`src/rtl/sys_feeder.sv`:
```
// sys_feeder: streams matrix A rows / B columns from the operand RAM into the 2x2 systolic array edge.
// Optional feature: define FEEDER_STALL_CNT_EN to add the stall_cnt[15:0] RUN-stall counter output.
module sys_feeder #(
  parameter int DW   = 16,
  parameter int AW   = 10,
  parameter int LENW = 8
) (
  input  logic            clk,
  input  logic            rst,
  input  logic            go,
  input  logic [LENW-1:0] len,
  input  logic [AW-1:0]   base,
  output logic            ram_ren,
  output logic [AW-1:0]   ram_radr,
  input  logic [4*DW-1:0] ram_rdata,
  input  logic            aff0,
  input  logic            aff1,
  input  logic            bff0,
  input  logic            bff1,
  output logic [DW-1:0]   a_in0,
  output logic [DW-1:0]   a_in1,
  output logic [DW-1:0]   b_in0,
  output logic [DW-1:0]   b_in1,
  output logic            awe0,
  output logic            awe1,
  output logic            bwe0,
  output logic            bwe1,
  output logic            start,
  output logic [LENW-1:0] max_cntr,
`ifdef FEEDER_STALL_CNT_EN
  output logic [15:0]     stall_cnt,
`endif
  output logic            busy,
  output logic            done
);

  localparam logic [1:0] S_IDLE  = 2'd0;
  localparam logic [1:0] S_RUN   = 2'd1;
  localparam logic [1:0] S_FLUSH = 2'd2;
  localparam logic [1:0] S_START = 2'd3;

  logic [1:0]      state;
  logic [AW-1:0]   base_q;
  logic [LENW-1:0] k_q;
  logic            rd_valid;   // RAM word for lane 0 arrives this cycle
  logic            lane1_we;
  logic [DW-1:0]   a0_q, b0_q, a1_q, b1_q;

  logic            stall;
  logic            issue;
  logic            last_issue;

  // RAM word layout is {b1, b0, a1, a0}.
  logic [DW-1:0] rd_a0, rd_a1, rd_b0, rd_b1;
  assign rd_a0 = ram_rdata[DW-1:0];
  assign rd_a1 = ram_rdata[2*DW-1:DW];
  assign rd_b0 = ram_rdata[3*DW-1:2*DW];
  assign rd_b1 = ram_rdata[4*DW-1:3*DW];

  // Flags are looked at in the issuing cycle itself, so at most two writes per FIFO are ever in flight.
  assign stall      = aff0 | aff1 | bff0 | bff1;
  assign issue      = (state == S_RUN) && !stall;
  assign last_issue = issue && (k_q == max_cntr - LENW'(1));

  assign ram_ren  = issue;
  assign ram_radr = (state == S_RUN) ? base_q + AW'(k_q) : '0;
  assign start    = (state == S_START);

  // Lane 0 passes returning RAM data straight through; between strobes it shows the last written value.
  // NOTE: every signal gets a default at the top of always_comb, so no path can infer a latch.
  always_comb begin
    a_in0 = a0_q;
    b_in0 = b0_q;
    awe0  = 1'b0;
    bwe0  = 1'b0;
    if (rd_valid) begin
      a_in0 = rd_a0;
      b_in0 = rd_b0;
      awe0  = 1'b1;
      bwe0  = 1'b1;
    end
  end

  assign a_in1 = a1_q;
  assign b_in1 = b1_q;
  assign awe1  = lane1_we;
  assign bwe1  = lane1_we;

  // NOTE: sequential state uses non-blocking assignments so every register sees pre-edge values.
  always_ff @(posedge clk) begin
    if (rst) begin
      state    <= S_IDLE;
      base_q   <= '0;
      k_q      <= '0;
      max_cntr <= '0;
      busy     <= 1'b0;
      done     <= 1'b0;
      rd_valid <= 1'b0;
      lane1_we <= 1'b0;
      a0_q     <= '0;
      b0_q     <= '0;
      a1_q     <= '0;
      b1_q     <= '0;
    end else begin
      done     <= 1'b0;
      rd_valid <= issue;
      lane1_we <= rd_valid;
      if (rd_valid) begin
        a0_q <= rd_a0;
        b0_q <= rd_b0;
        a1_q <= rd_a1;   // skew register: lane 1 is written one cycle after lane 0
        b1_q <= rd_b1;
      end

      case (state)
        S_IDLE: begin
          if (go) begin
            if (len != '0) begin
              max_cntr <= len;
              base_q   <= base;
              k_q      <= '0;
              busy     <= 1'b1;
              state    <= S_RUN;
            end else begin
              done <= 1'b1;
            end
          end
        end
        S_RUN: begin
          if (issue) begin
            k_q <= k_q + LENW'(1);
            if (last_issue) state <= S_FLUSH;
          end
        end
        S_FLUSH: begin
          // With no lane-0 return pending, the final lane-1 write is happening now.
          if (!rd_valid) state <= S_START;
        end
        S_START: begin
          state <= S_IDLE;
          busy  <= 1'b0;
          done  <= 1'b1;
        end
        default: state <= S_IDLE;
      endcase
    end
  end

`ifdef FEEDER_STALL_CNT_EN
  always_ff @(posedge clk) begin
    if (rst) begin
      stall_cnt <= '0;
    end else if (state == S_IDLE && go) begin
      stall_cnt <= '0;
    end else if (state == S_RUN && stall && stall_cnt != 16'hFFFF) begin
      stall_cnt <= stall_cnt + 16'd1;
    end
  end
`endif

endmodule

```
`config.mk`:
```
export PLATFORM = sky130hd
export DESIGN_NAME = sys_feeder
export DESIGN_NICKNAME = d
export VERILOG_FILES = /design/src/rtl/sys_feeder.sv
export SDC_FILE = /design/constraint.sdc
export NUM_CORES = 1
export LEC_CHECK = 0
export ABC_AREA = 1
export CORE_AREA = 4 4 77 150
export DETAILED_ROUTE_END_ITERATION = 12
export DIE_AREA = 0 0 81 154
export GPL_TIMING_DRIVEN = 0
export PLACE_DENSITY = 0.88
export SETUP_SLACK_MARGIN = 0.15
export SYNTH_ARGS = -nofsm -noshare
export SYNTH_HDL_FRONTEND = slang
export SYNTH_SLANG_ARGS = --single-unit
```
`constraint.sdc`:
```
create_clock -name clk -period 2.55 [get_ports clk]
set_input_delay 0.3825 -clock clk [delete_from_list [all_inputs] [get_ports clk]]
set_output_delay 0.3825 -clock clk [all_outputs]
set_load 0.1 [all_outputs]
```
==> results.txt <==
- Via density: 5.06
* First drt pass iteration count: 4
- Across the run, the number of max-cap violations was 0.
- Final Max Tran Viols: 0
* Most frequent CP cell: sky130_fd_sc_hd__o21ai_2
* Outcome: finished with violations
- Most common library cell in the layout ignoring fill and taps: sky130_fd_sc_hd__nand2_1
* Syn Area/Cell: 7.06 µm²
* Crit-path leading delay family: adder cells
* # fillers: 915
- Setup skew after layout: 0.00606 ns
* Placed Cells: 929
* Leak pwr: 3.08 nW
- Final Hold Viols: 0
* Initial core utilization: 41.4%
- Setup violations remaining at the end of the flow were counted as 3.
- Die extent in y: 154 µm
- Global-route wire length before repair: 22.3 mm
- In this run the tightest slew margin relative to its limit is 31.5%.
- Critical path, cell by cell: ha_4, fa_2, nand2_2, inv_2, o21ai_2, nand2_2, a21oi_2, o21ai_2, o21ai_2, a21oi_2, buf_8
* Clock Sink Count: 96
- Global router's overall resource usage: 23.0%
* Primary FF master, synth: sky130_fd_sc_hd__dfxtp_1
- Post-route clock period utilization: 102%
* Number of buffers created by CTS: 9
* Number of antenna violations at the first check in global routing: 0
- Port buffering added 178 buffers.
* Leftover overflow at the end of global routing: 0
- Top library cells by usage in the layout, fill and taps aside: sky130_fd_sc_hd__nand2_1, sky130_fd_sc_hd__clkdlybuf4s50_1, sky130_fd_sc_hd__nor2_1
- For the worst setup path, the data arrival time is 2.21 ns.
- For this design, the slowest cell found on the critical path is sky130_fd_sc_hd__fa_2.
- Area growth from synthesis to layout: 60.2%
* Die area: 12500 µm²
* Clock-pin slew of the registers on the worst-case setup and hold paths: 0.06 ns
- The H-tree was split into 3 levels.
* Average wire length per cell after detail routing: 15.4 µm
- Classification of the worst setup path: flop to output pin
- Violation count after the first detailed-routing iteration: 214
- The initialized floorplan defines 53 standard-cell rows.
* Final nets: 921
- At the pin with the least slew margin, the transition time is 1.02 ns.
- IR analysis of the VDD net gives a maximum drop of 490 µV.
- Cells with a size suffix above 1 make up 17.8% of the layout.
- In the synthesized netlist the async set-or-reset flop fraction comes to 0%.
- Detailed placement ended at an HPWL of 11.0 mm.
- Remaining antenna violation count: 0
- Path type of the worst min-delay path: flop to flop
- In this run the cell area of the synthesized design comes to 4340 µm².
* Total via count in the routed design: 4853
* RSZ-0062 raised after global routing: true
* Biggest fanout along the worst timing path: 4
* Data required time of the critical path: 2.17 ns
* PnR worst setup slack: -0.0383 ns
- Power per cell area: 734 nW/µm²
* DRC violation count after routing: 0
* Latest clock arrival within the worst-skew pair: 0.34 ns
* Post-Place Setup Slack: -0.853 ns
- Maximum operating frequency: 386 MHz
- Vias in the first global route: 4694
- Clock root cell: sky130_fd_sc_hd__clkbuf_16
- The final reports fail on setup timing.
* Synth Net Count: 718
- Distinct cell type count after synthesis: 38
- Yosys printed 0 warnings.
- Sequential elements use 44.3% of the synthesized area.
- EDFF count, synth: 0
- Aggregate routed wire length: 14.8 mm
* Startpoint types: flop
- The finished layout holds 959 standard cells, fillers aside.
- Ant. Diodes: 0
- Worst hold slack: 0.469 ns
- The number of buffers and inverters on the critical path is 2.
* Number of placed I/O pins: 179
- The largest single stage delay on the critical path is 0.38 ns.
- Flops & latches, synth: 96
* Longest Clk Path Bufs: 2
- Entering global routing, the biggest net connects 16 pins.
- Min Tclk post-route: 2.59 ns
- Core ar.: 10500 µm²
- Global placement routability congestion: 0.919
- Instance count of the mapped netlist: 614
- Width of the chip: 81 µm
* Kind of end point of the critical path: output pin
- TritonCTS built the clock tree.
-- timing repair --
item,CTS,global route
hold buffers,0,0
pin swaps,5,16
gates resized for setup,310,40
endpoints found under the setup margin,44,38
setup buffers,3,11
-- worst paths after layout --
check	slack, ns	cells past startpoint	from	end
worst min-delay path	0.47	2	a0_q[12]$_SDFF_PP0_	a0_q[12]$_SDFF_PP0_
worst min register to register	0.47	2	a0_q[12]$_SDFF_PP0_	a0_q[12]$_SDFF_PP0_
worst max register to register	0.72	6	state[0]$_SDFFE_PP0P_	k_q[2]$_SDFFE_PP0P_
worst max-delay path	-0.04	11	k_q[0]$_SDFFE_PP0P_	ram_radr[6]
-- worst min-delay path, cell delays in order (launching register included) --
cell	delay, ns
sky130_fd_sc_hd__dfxtp_1	0.30
sky130_fd_sc_hd__nand2_1	0.07
sky130_fd_sc_hd__a21oi_1	0.06
-- where the power goes --
part	switching (W)	internal (W)
Clock	0.000568	0.000786
Sequential	0.000122	0.00162
Combinational	0.00136	0.000642
Total	0.00206	0.00305
-- per-layer routing --
metal	track usage (%)	wire length (µm)	up-vias
met5	0	0	-
met4	12.8	765	0
met3	4.16	659	50
met2	42.4	8110	175
met1	23.3	5250	2246
li1	-	-	2382
-- flip-flops by register name, summed over array words and instances (netlist names) --
| signal | cells |
|---|---|
| state | 2 |
| awe1 | 1 |
| k_q | 8 |
| busy | 1 |
| max_cntr | 8 |
| base_q | 10 |
| a0_q | 16 |
| b_in1 | 16 |
| b0_q | 16 |
| rd_valid | 1 |
| a_in1 | 16 |
| done | 1 |
-- cells in the mapped netlist (all sizes together), types with 2 or more instances --
cell type  count  area share (%)
a21oi         68             7.8
dfxtp         96              44
inv           37             3.3
a31oi          2            0.29
nor2         101             9.1
or2            2            0.29
nand3         12             1.5
buf           11             1.2
a211oi         2            0.35
xor2           2            0.40
nand2        174              15
clkbuf        18             1.6
nor3           4            0.72
nand4          4            0.58
o21ai         53             6.2
ha            14             4.0
xnor2          5             1.0
-- logic make-up after synthesis --
group	synth area share, %
compound gates	15.4
xor+xnor	1.41
fa+ha+maj	4.50
buf+inv	6.06
flops	44.3
simple gates	28.3
-- layout make-up --
| type | instances | area, µm² | share of cell area, % |
|---|---|---|---|
| plain buffers | 29 | 139 | 2.00 |
| clock buffers | 11 | 243 | 3.49 |
| clock inverters | 5 | 56.3 | 0.810 |
| inverters | 37 | 141 | 2.03 |
| multi-input cells | 452 | 2380 | 34.2 |
| flip-flops and latches | 96 | 1950 | 28.1 |
| well taps | 137 | 171 | 2.47 |
| repair buffers | 192 | 1860 | 26.8 |
-- stage by stage --
stage	TNS [ns]	area, µm²	power, W	util, %
2_1_floorplan	-0.354	4380	0.00310	-
3_3_place_gp	-20.29	6330	0.00359	60.5
3_5_place_dp	-18.76	6330	0.00362	60.5
4_1_cts	-0.0133	6770	0.00504	64.6
5_1_grt	-0.218	6950	0.00535	66.3
6_report	-0.0724	6950	0.00510	66.3
(Power assumes the default switching activity.)
